[config.mk]
export PLATFORM = sky130hd
export DESIGN_NAME = multi_debounce
export DESIGN_NICKNAME = d
export VERILOG_FILES = /design/src/rtl/multi_debounce.sv
export SDC_FILE = /design/constraint.sdc
export NUM_CORES = 1
export LEC_CHECK = 0
export BUFFER_PORTS_ARGS = -buffer_cell sky130_fd_sc_hd__buf_2
export CAP_MARGIN = 10
export CORE_MARGIN = 2
export CORE_UTILIZATION = 55
export DETAILED_ROUTE_END_ITERATION = 8
export HOLD_SLACK_MARGIN = 0.15
export PLACE_DENSITY = 0.75
export SYNTH_ARGS = -nofsm -noshare
export SYNTH_HDL_FRONTEND = slang
export SYNTH_SLANG_ARGS = --single-unit
export TNS_END_PERCENT = 20
[constraint.sdc]
create_clock -name clk -period 3.8 [get_ports clk]
set_clock_uncertainty 0.05 [all_clocks]
set_input_delay 0.38 -clock clk [delete_from_list [all_inputs] [get_ports clk]]
set_output_delay 0.38 -clock clk [all_outputs]
set_load 0.05 [all_outputs]
[src/rtl/multi_debounce.sv]
// N-channel switch/button debouncer: per-channel synchroniser, lockout or
// stable-window filtering on a tick-qualified counter, registered edge strobes.
module multi_debounce #(
  parameter int unsigned   N           = 4,
  parameter int unsigned   HOLD_CYCLES = 1000000,
  parameter int unsigned   MODE        = 0,
  parameter int unsigned   SYNC_STAGES = 2,
  parameter logic [N-1:0]  RESET_VAL   = '0
) (
  input  logic         clk,
  input  logic         rst_n,
  input  logic         tick,
  input  logic [N-1:0] btn_in,
  output logic [N-1:0] db_out,
  output logic [N-1:0] rise,
  output logic [N-1:0] fall
);

  localparam int unsigned   CW   = $clog2(HOLD_CYCLES + 1);
  localparam logic [CW-1:0] LAST = CW'(HOLD_CYCLES - 1);

  for (genvar i = 0; i < N; i++) begin : g_ch
    logic [SYNC_STAGES-1:0] sync_q;
    logic                   s;
    logic [CW-1:0]          cnt_q;
    logic [CW-1:0]          cnt_d;
    logic                   db_q;
    logic                   db_d;
    logic                   rise_q;
    logic                   fall_q;

    always_ff @(posedge clk or negedge rst_n) begin
      if (!rst_n) begin
        sync_q <= {SYNC_STAGES{RESET_VAL[i]}};
      end else begin
        sync_q <= {sync_q[SYNC_STAGES-2:0], btn_in[i]};
      end
    end

    assign s = sync_q[SYNC_STAGES-1];

    always_comb begin
      cnt_d = cnt_q;
      db_d  = db_q;
      if (MODE == 0) begin
        // Lockout: accept immediately when idle, then ignore input until the count drains.
        if (cnt_q == '0) begin
          if (s != db_q) begin
            db_d  = s;
            cnt_d = LAST;
          end
        end else if (tick) begin
          cnt_d = cnt_q - CW'(1);
        end
      end else begin
        // Stable-window: any agreeing cycle restarts the window, tick or not.
        if (s == db_q) begin
          cnt_d = '0;
        end else if (tick) begin
          if (cnt_q == LAST) begin
            db_d  = s;
            cnt_d = '0;
          end else begin
            cnt_d = cnt_q + CW'(1);
          end
        end
      end
    end

    always_ff @(posedge clk or negedge rst_n) begin
      if (!rst_n) begin
        cnt_q  <= '0;
        db_q   <= RESET_VAL[i];
        rise_q <= 1'b0;
        fall_q <= 1'b0;
      end else begin
        cnt_q  <= cnt_d;
        db_q   <= db_d;
        rise_q <= db_d & ~db_q;
        fall_q <= ~db_d & db_q;
      end
    end

    assign db_out[i] = db_q;
    assign rise[i]   = rise_q;
    assign fall[i]   = fall_q;
  end

endmodule

==> results of run 1 <==
[path summary, 6_finish.rpt]
kind | depth (start not counted) | start | end
max | 6 | g_ch[0].cnt_q[0]$_DFFE_PN0P_ | g_ch[0].db_q$_DFF_PN0_
min | 0 | g_ch[2].sync_q[0]$_DFF_PN0_ | g_ch[2].sync_q[1]$_DFF_PN0_
max reg2reg | 6 | g_ch[0].cnt_q[0]$_DFFE_PN0P_ | g_ch[0].db_q$_DFF_PN0_
min reg2reg | 0 | g_ch[2].sync_q[0]$_DFF_PN0_ | g_ch[2].sync_q[1]$_DFF_PN0_
max in group asynchronous | 3 | rst_n | g_ch[2].cnt_q[7]$_DFFE_PN0P_
min in group asynchronous | 2 | rst_n | g_ch[3].cnt_q[18]$_DFFE_PN0P_
[through the flow]
step	cell area (sq um)	setup WS, ns	hold slack, ns	utilization (%)	std cells
CTS	5320	1.44	0.310	60.7	616
global placement	5100	1.48	0.283	58.2	595
global route	5320	1.16	0.326	60.7	616
finish	5320	1.43	0.308	60.7	616
detailed placement	5100	1.42	0.288	58.2	595
floorplan	4990	1.66	0.0344	-	489
[cells by family after synthesis]
group	after synthesis
muxes	19
buffers and inverters	33
adders and majority gates	8
DFF	100
AOI/OAI and AO/OA	53
xor gates and xnor gates	37
and+or+nand+nor	239
[final cells by class]
cell class / count / share of cell area (%)
clock buffer: 11 / 2.47
clock inverter: 5 / 0.706
inverter: 12 / 0.847
multi-input combinational: 356 / 43.6
sequential: 100 / 47.0
tap: 108 / 2.54
timing repair buffer: 24 / 2.82
[power groups by stage]
| stage | clock (W) | combinational [W] | sequential (W) |
|---|---|---|---|
| finish | 0.000610 | 0.000618 | 0.00159 |
| global route | 0.000670 | 0.000708 | 0.00163 |
| CTS | 0.000627 | 0.000624 | 0.00158 |
| detailed placement | 0 | 0.000616 | 0.00160 |
| global placement | 0 | 0.000585 | 0.00159 |
| floorplan | 0 | 0.000497 | 0.00153 |
[Yosys cell counts (9+ instances only)]
master      n
a211oi_1    9
a21oi_1    14
buf_4      12
dfrtp_1   100
inv_1      12
mux2i_1    17
nand2_1    43
nand3_1    14
nor2_1     44
nor3_1     37
nor3b_1    13
nor4_1     22
xnor2_1    18
xor2_1     19
[layer usage]
layer  global-route usage, %  up-vias
li1                        -     1791
met1                    25.4     1788
met2                    33.5       46
met3                    5.27        6
met4                    5.69        0
met5                       0        -
[state kept, by name, summed over array words and instances (netlist names)]
name	cells
g_ch.db_q	4
g_ch.sync_q	8
g_ch.rise_q	4
g_ch.cnt_q	80
g_ch.fall_q	4
[worst max-delay path, delay by kind of cell (launching register included)]
kind	cells	cell delay [ns]
buffers and inverters	1	0.11
muxes	1	0.38
DFF	1	0.42
and+or+nand+nor	3	1.15
adders and majority gates	1	0.15
==> results.cfg, run 1 <==
[route]
wl_met3_microns = 272
vias = 3631
wl_met2_microns = 4500
avgViaCountPerCell = 5.89
highest_layer = met4
drtAntennaViolNets = 0
met1_length_microns = 4370
wl_per_cell_microns = 15.0
wl_microns = 9220
drtIter0Drc = 126
drt-pass1-iter-count = 4
route.detailed.drc = 0

[final_layout]
seq_area_sq_mm = 0.00250
antenna_cells = 0
drive_gt1_share_pct = 9.45
fill_cells = 734
area_growth_pct = 6.59
final_cell_mix = dfrtp_1, nor2_1, nand2_1, nor3_1, nor4_1
final_common_cell = dfrtp_1
multi_input_area_sq_mm = 0.00232
nNetsFinal = 518

[sta]
clock.fmax_mhz = 422
tightestPinTransition_ns = 0.952
drv_slew = 0
setup_violations = 0
relSlewSlack_pct = 36.6
rsz0062_at_grt = no
hold_viol_final = 0
timing.setup.tns_ns = 0
fin_crit_ns = 2.37
min_period_over_period_pct = 62.4

[critical_path]
crit_required_ns = 4.00
startpoint_type = flip-flop
cp_slowest_cell = nor4b_1
worstPathArrival_ns = 2.57
end_kind = flip-flop
max_stage_delay_ns = 0.53
path_max_fanout = 5
rrSetupSlack_ns = 1.43
cp_cell_sequence = inv_1 > ha_1 > nor4b_1 > nand4b_1 > nor2_1 > mux2_2
crit_type = flip-flop to flip-flop

[power_and_ir_drop]
ir_worst_vdd_mv = 0.286
p_total_w = 0.00282
swShare_pct = 35.4
p_int_w = 0.00182
power_density_mw_per_mm2 = 529
clockPowerShare_pct = 21.7
p_switching_w = 0.000996
seqPwrFrac_pct = 56.4
p_comb_share_pct = 22.0
total_leakage_power_nw = 2.31

[global_routing]
grtUsageTotal_pct = 19.9
grt_max_degree = 78
grt.overflow.total = 0
grt_pass1_vias = 3634
antenna_found_initial = 0
grt_pass1_wl_microns = 16000

[place]
post-dp-hpwl_microns = 6420
io_buffers = 18
gp_congestion = 0.865

[clocking]
cts_hold_buf = 5
ctsResizeCount = 0
root_buffer = clkbuf_8
clk-insertion-delay-late_ns = 0.36
clk_pin_slew_ns = 0.09
cts_setup_buffers = 0
cts_buffers = 9
cts_buffer_depth = 2
htree_num_levels = 3
clkSinkCount = 100
cts_tree = done

[run_status]
status = finished clean

[synthesis]
syn_area_sq_mm = 0.00499
netlist_top_cells_area = dfrtp_1, nor3_1, mux2i_1
ys_async_sr_fraction_pct = 100
synth_compound_area_share_pct = 6.92
synth-adder-area-share_pct = 2.01
ys_ff_latch = 100
synth_edf_count = 0
yosys_warnings = 0
synth_top_family_by_area = simple AND/OR/NAND/NOR gates
synth-simple-area-share_pct = 27.2
synth.avg_cell_area_sq_um = 10.2
yosysSeqAreaShare_pct = 50.2
synthXorXnorAreaFrac_pct = 6.49
yosysTopAreaCell = dfrtp_1
synthMuxAreaShare_pct = 3.86
synth_cells = 489
synth_top_area_share_pct = 50.2
syn_nets = 504
ys.flop_type = dfrtp_1
ys_types = 56

[floorplan]
rows = 34
initial_core_util_pct = 56.9
dieWidth_microns = 99.3
coreArea_sq_mm = 0.00876
chipHeight_microns = 99.3
io_pins = 19
fp.dieArea_sq_mm = 0.00985

[job]
drv_cap = 0

[min_path]
hold_class = flip-flop to flip-flop
Power figures use the tool's default switching activity.
==> run 2, diff against run 1 <==
--- a/config.mk
+++ b/config.mk
@@ -5,13 +5,14 @@
 export SDC_FILE = /design/constraint.sdc
 export NUM_CORES = 1
 export LEC_CHECK = 0
+export ABC_AREA = 1
 export BUFFER_PORTS_ARGS = -buffer_cell sky130_fd_sc_hd__buf_2
 export CAP_MARGIN = 10
 export CORE_MARGIN = 2
 export CORE_UTILIZATION = 55
 export DETAILED_ROUTE_END_ITERATION = 8
 export HOLD_SLACK_MARGIN = 0.15
-export PLACE_DENSITY = 0.75
+export PLACE_DENSITY = 0.78
 export SYNTH_ARGS = -nofsm -noshare
 export SYNTH_HDL_FRONTEND = slang
 export SYNTH_SLANG_ARGS = --single-unit
==> constraint.sdc (replaced) <==
create_clock -name clk -period 1.9 [get_ports clk]
set_clock_uncertainty 0.05 [all_clocks]
set_input_delay 0.19 -clock clk [delete_from_list [all_inputs] [get_ports clk]]
set_output_delay 0.19 -clock clk [all_outputs]
set_load 0.05 [all_outputs]
==> run 2 against run 1 <==
Compared with the run above:
- clock power rose to 3.5 times the previous value
- final area rose by 33%
- first-iteration DRC count grew to 2.6 times the previous value
- core utilization up 1.7 points
==> results.cfg, run 2 <==
[floorplan]
fp.dieArea_sq_mm = 0.0124
coreArea_sq_mm = 0.0113
dieWidth_microns = 111
initial_core_util_pct = 56.1
chipHeight_microns = 111
io_pins = 19
rows = 39

[synthesis]
ys_ff_latch = 100
netlist_top_cells_area = dfrtp_1, nand2_1, nor2_1
yosysMostFrequentCell = nand2_1
synth_edf_count = 0
ys_types = 32
syn_area_sq_mm = 0.00635
yosys_warnings = 0
ys_async_sr_fraction_pct = 100
ys.flop_type = dfrtp_1
synth_top_area_share_pct = 39.4
synth_cells = 907
yosysSeqAreaShare_pct = 39.4
syn_nets = 922
synth_common_cells = nand2_1, nor2_1, dfrtp_1, inv_1, nand3_1
synth.avg_cell_area_sq_um = 7.00
yosysTopAreaCell = dfrtp_1

[final_layout]
drive_gt1_share_pct = 13.7
stdcell_count = 1088
nNetsFinal = 955
largest_reg_flops = 80
final_cell_mix = nand2_1, nor2_1, dfrtp_1, nand3_1, inv_1
top_register = g_ch.cnt_q
biggestRegsByFlops = g_ch.cnt_q: 80 flops, g_ch.sync_q: 8 flops
area_growth_pct = 11.3
final_common_cell = nand2_1
antenna_cells = 0

[critical_path]
startpoint_type = flip-flop
end_kind = flip-flop
crit_required_ns = 2.15
crit_type = flip-flop to flip-flop
path_max_fanout = 7
worstPathArrival_ns = 2.04

[power_and_ir_drop]
total_leakage_power_nw = 3.71
ir_worst_vdd_mv = 1.52
power_density_mw_per_mm2 = 1400
p_total_w = 0.00989

[global_routing]
grt.overflow.total = 0
grt_pass1_vias = 5376
busiest_layer = met2
met1_usage_pct = 31.7
grt_util_met2_pct = 37.4
antenna_found_initial = 0
grtUsageTotal_pct = 23.4
grt_pass1_wl_microns = 24200
grt_max_degree = 46
use_met3_pct = 5.39

[sta]
setup_violations = 0
fin_crit_ns = 1.79
clock.fmax_mhz = 559
rsz0062_at_grt = no
hold_viol_final = 0
drv_slew = 0
min_period_over_period_pct = 94.2
timing.setup.tns_ns = 0
relSlewSlack_pct = 71.3
tightestPinTransition_ns = 0.431

[place]
gp_congestion = 0.891
io_buffers = 18
place_inst = 1062
post-dp-hpwl_microns = 9980

[clocking]
cts_tree = done
cts_buffer_depth = 2
root_buffer = clkbuf_16
clkSinkCount = 100
htree_num_levels = 3
clk_pin_slew_ns = 0.07
clk-insertion-delay-late_ns = 0.35
cts_buffers = 9

[route]
route.detailed.drc = 0
drtAntennaViolNets = 0
avgViaCountPerCell = 5.19
drt-pass1-iter-count = 7
vias = 5647
drtIter0Drc = 323
wl_per_cell_microns = 12.8
wl_microns = 13900

[min_path]
hold_class = input pin to async pin

[run_status]
status = finished clean

[job]
drv_cap = 0
run 2: metrics by stage:
| stage | hold WS [ns] | worst slack [ns] | instance area, sq um | util [%] |
|---|---|---|---|---|
| after CTS | 0.267 | 0.00296 | 7000 | 61.8 |
| after global placement | 0.108 | 0.0991 | 6600 | 58.3 |
| after floorplan | -0.156 | 0.248 | 6350 | - |
| final | 0.270 | 0.110 | 7070 | 62.4 |
| after detailed placement | 0.113 | 0.0463 | 6600 | 58.3 |
| after global routing | 0.298 | 0.00775 | 7070 | 62.4 |
run 2: logic make-up (layout without fill, tap and decap cells):
kind of cell	count (synthesis)	after routing	share of synthesized area (%)
AOI/OAI and AO/OA	38	38	3.68
and+or+nand+nor	614	615	43.3
adders and majority gates	8	8	1.58
xor gates and xnor gates	19	19	2.62
buffers and inverters	128	165	9.44
DFF	100	100	39.4
run 2: layout make-up:
type                            count  area, sq um
Clock inverter                      5          108
Fill cell                        1013         4250
Clock buffer                       11          243
Timing Repair Buffer               50          370
Sequential cell                   100         2500
Inverter                           99          377
Tap cell                          143          179
Multi-Input combinational cell    680         3290
run 2: report_power, final:
part / switching [W] / internal [W] / total [W]
registers: 0.000790 / 0.00278 / 0.00357
logic: 0.00266 / 0.00149 / 0.00415
clock network: 0.000830 / 0.00133 / 0.00216
total: 0.00428 / 0.00560 / 0.00989
run 2: path summary, 6_finish.rpt:
path	startpoint	depth (start not counted)	endpoint	slack, ns
max in group asynchronous	rst_n	3	g_ch[3].cnt_q[10]$_DFFE_PN0P_	0.86
worst max-delay path	g_ch[3].cnt_q[5]$_DFFE_PN0P_	8	g_ch[3].cnt_q[8]$_DFFE_PN0P_	0.11
min in group clk	tick	3	g_ch[2].cnt_q[19]$_DFFE_PN0P_	0.29
worst max register to register	g_ch[3].cnt_q[5]$_DFFE_PN0P_	8	g_ch[3].cnt_q[8]$_DFFE_PN0P_	0.11
worst min-delay path	rst_n	2	g_ch[1].cnt_q[14]$_DFFE_PN0P_	0.27
worst min register to register	g_ch[3].sync_q[0]$_DFF_PN0_	0	g_ch[3].sync_q[1]$_DFF_PN0_	0.30
run 2: repair_timing:
action,4_1_cts,5_1_grt
setup buffers,0,4
gates cloned,0,1
pin swaps,0,1
hold endpoints to repair,79,0
hold buffers,5,0
setup endpoints to repair,2,51
resized for setup,1,12
run 2: per-layer routing:
layer	vias up	wire (microns)
met1	2586	6580
li1	2911	-
met3	18	554
met5	-	0
met4	0	232
met2	132	6540
run 2: critical path, cell delays in order, from the launching register on:
cell and delay (ns):
dfrtp_1 0.42, nor2_1 0.17, nand2_1 0.17, nor2_1 0.18, nand4_1 0.26, nand2_4 0.20
buf_4 0.14, nand3_1 0.07, nand2_1 0.07
==> run 3, diff against run 2 <==
--- a/config.mk
+++ b/config.mk
@@ -5,7 +5,6 @@
 export SDC_FILE = /design/constraint.sdc
 export NUM_CORES = 1
 export LEC_CHECK = 0
-export ABC_AREA = 1
 export BUFFER_PORTS_ARGS = -buffer_cell sky130_fd_sc_hd__buf_2
 export CAP_MARGIN = 10
 export CORE_MARGIN = 2
==> constraint.sdc (replaced) <==
create_clock -name clk -period 1.9 [get_ports clk]
set_clock_uncertainty 0.05 [all_clocks]
set_input_delay 0.19 -clock clk [delete_from_list [all_inputs] [get_ports clk]]
set_output_delay 0.19 -clock clk [all_outputs]
set_load 0.01 [all_outputs]
==> run 3 against run 2 <==
Compared with the run above:
- clock power is 38% lower
- die area fell by 21%
- flip-flop and latch count stayed put
- count of clock-buffer cells in the layout decreased by 2
- global-route usage rose by 1.2 points
- cell count decreased by 33%
- highest routed layer unchanged
- critical endpoint is now g_ch[2].cnt_q[4]$_DFFE_PN0P_
- register-to-register slack lost 0.33 ns
- via count fell by 25%
- largest power group is now registers
- routed wire length shrank 17%
- critical path depth fell by 2
- largest cell class unchanged
- maximum frequency shrank 16%
- the run now ends with setup timing left
- power down 30%
==> results.cfg, run 3 (synthesis gave the netlist of run 1 again) <==
[run_status]
status = finished, violations left
violations = setup timing

[global_routing]
grt_pass1_wl_microns = 19800
grt_pass1_vias = 4346
grtUsageTotal_pct = 24.6
grt.overflow.total = 0
antenna_found_initial = 0
grt_max_degree = 44

[critical_path]
startpoint_type = flip-flop
path_depth = 6
crit_family = simple AND/OR/NAND/NOR gates
crit_required_ns = 2.13
cp_cell_sequence = or4_4 > or3_4 > nor3_4 > buf_6 > nor2_2 > o31ai_1
end_kind = flip-flop
cp_num_buf_inv = 1
crit_end = g_ch[2].cnt_q[4]$_DFFE_PN0P_
path_max_fanout = 4
worst-r2r-cell-count = 6
max_stage_delay_ns = 0.56
cp_slowest_cell = or4_4
worstPathArrival_ns = 2.36
rrSetupSlack_ns = -0.22
critPathLaunch = g_ch[2].cnt_q[6]$_DFFE_PN0P_
crit_type = flip-flop to flip-flop
reg2reg_to = g_ch[2].cnt_q[4]$_DFFE_PN0P_
reg2reg_from = g_ch[2].cnt_q[6]$_DFFE_PN0P_

[sta]
relSlewSlack_pct = 69.7
fin_crit_ns = 2.12
hold_viol_final = 0
min_period_over_period_pct = 112
rsz0062_at_grt = yes
setup_violations = 41
tightestPinTransition_ns = 0.454
whs_ns = 0.219
setup_slack_ns = -0.222
drv_slew = 0
clock.fmax_mhz = 471

[place]
post-dp-hpwl_microns = 7960
post-place-ws_ns = -0.196
gp_congestion = 0.911
io_buffers = 18

[final_layout]
antenna_cells = 0
largest_reg_flops = 80
fin_util_pct = 75.6
drive_gt1_share_pct = 37.1
fill_cells = 576
area_growth_pct = 32.8
final_cell_mix = buf_4, dfrtp_1, nor2_1, nand2_1, nor3_1
biggestRegsByFlops = g_ch.cnt_q: 80 flops, g_ch.sync_q: 8 flops
top_register = g_ch.cnt_q
nNetsFinal = 630
final_common_cell = buf_4

[power_and_ir_drop]
p_comb_share_pct = 37.2
swShare_pct = 36.3
ir_worst_vdd_mv = 0.630
power_density_mw_per_mm2 = 1050
clockPowerShare_pct = 19.3
seqPwrFrac_pct = 43.5
total_leakage_power_nw = 2.95
p_int_w = 0.00443
p_switching_w = 0.00253

[route]
vias = 4215
drtIter0Drc = 173
avgViaCountPerCell = 5.79
wl_microns = 11600
wl_per_cell_microns = 15.9
drt-pass1-iter-count = 4
route.detailed.drc = 0
drtAntennaViolNets = 0

[clocking]
cts_tree = done
cts_buffers = 9
cts_buffer_depth = 2
clk_pin_slew_ns = 0.11
clkSinkCount = 100
clk-insertion-delay-late_ns = 0.38
htree_num_levels = 3
root_buffer = clkbuf_8

[floorplan]
rows = 34
fp.dieArea_sq_mm = 0.00985
initial_core_util_pct = 56.9
io_pins = 19
coreArea_sq_mm = 0.00876
chipHeight_microns = 99.3
dieWidth_microns = 99.3

[min_path]
hold_class = input pin to flip-flop

[job]
drv_cap = 0
## run 3: cell types whose count changed in the layout (fill, tap and decap cells not counted), moves of 10 or more
cell,before,now
or2_2,10,0
mux2i_1,0,17
nand3_1,94,11
buf_4,26,109
nor2_2,16,6
nor3_1,7,26
a21oi_1,0,13
nand2_1,279,36
inv_1,92,10
nor2_1,150,37
nor4_1,0,12
nand4_1,26,7
o21ai_0,17,4
## run 3: area by class of cell
class / count / area [sq um] / area share, %
sequential: 100 / 2500 / 37.8
tap: 108 / 135 / 2.04
timing repair buffer: 136 / 1030 / 15.5
multi-input combinational: 356 / 2720 / 41.1
inverter: 12 / 45.0 / 0.680
clock inverter: 7 / 71.3 / 1.08
clock buffer: 9 / 124 / 1.87
## run 3: metrics by stage
step	cell area [sq um]	total power [W]	cells	setup TNS, ns
after floorplan	5020	0.00410	489	-2.13
after global placement	5950	0.00509	703	-1.94
after detailed placement	5950	0.00522	703	-4.11
after CTS	6350	0.00670	726	-3.26
after global routing	6630	0.00738	728	-9.22
final	6630	0.00696	728	-3.99
## run 3: power groups by stage
stage	combinational (W)	clock (W)	sequential [W]
detailed placement	0.00221	0	0.00301
global placement	0.00211	0	0.00298
CTS	0.00235	0.00138	0.00298
global route	0.00283	0.00146	0.00309
floorplan	0.00102	0	0.00308
finish	0.00259	0.00135	0.00303
## run 3: worst min-delay path by stage
stage          start                      endpoint  slack, ns  cells after the start
3_5_place_dp   rst_n        g_ch[3].db_q$_DFF_PN0_       0.12                      1
3_3_place_gp   rst_n        g_ch[3].db_q$_DFF_PN0_       0.12                      1
5_1_grt         tick  g_ch[1].cnt_q[1]$_DFFE_PN0P_       0.22                      3
2_1_floorplan  rst_n  g_ch[0].cnt_q[0]$_DFFE_PN0P_      -0.16                      0
4_1_cts         tick  g_ch[1].cnt_q[1]$_DFFE_PN0P_       0.19                      3
6_report        tick  g_ch[1].cnt_q[1]$_DFFE_PN0P_       0.22                      3
## run 3: worst min-delay path: cells and delay by family
| family | cells | cell delay [ns] |
|---|---|---|
| buf+inv | 2 | 0.31 |
| compound gates | 1 | 0.10 |
## run 3: routing by layer
metal	wire [microns]	track usage [%]	part of all wire (%)	up-vias
li1	-	-	-	2016
met1	4870	31.4	42	2105
met2	6170	42.7	53	82
met3	398	5.13	3.4	12
met4	123	7.27	1.1	0
met5	0	0	0	-
## run 3: timing repair
action | in CTS | in global routing
hold buffers | 5 | 0
resized for setup | 30 | 51
endpoints found under the hold margin | 80 | 0
pin swaps | 11 | 12
buffers inserted | 2 | 2
endpoints found under the setup margin | 62 | 85
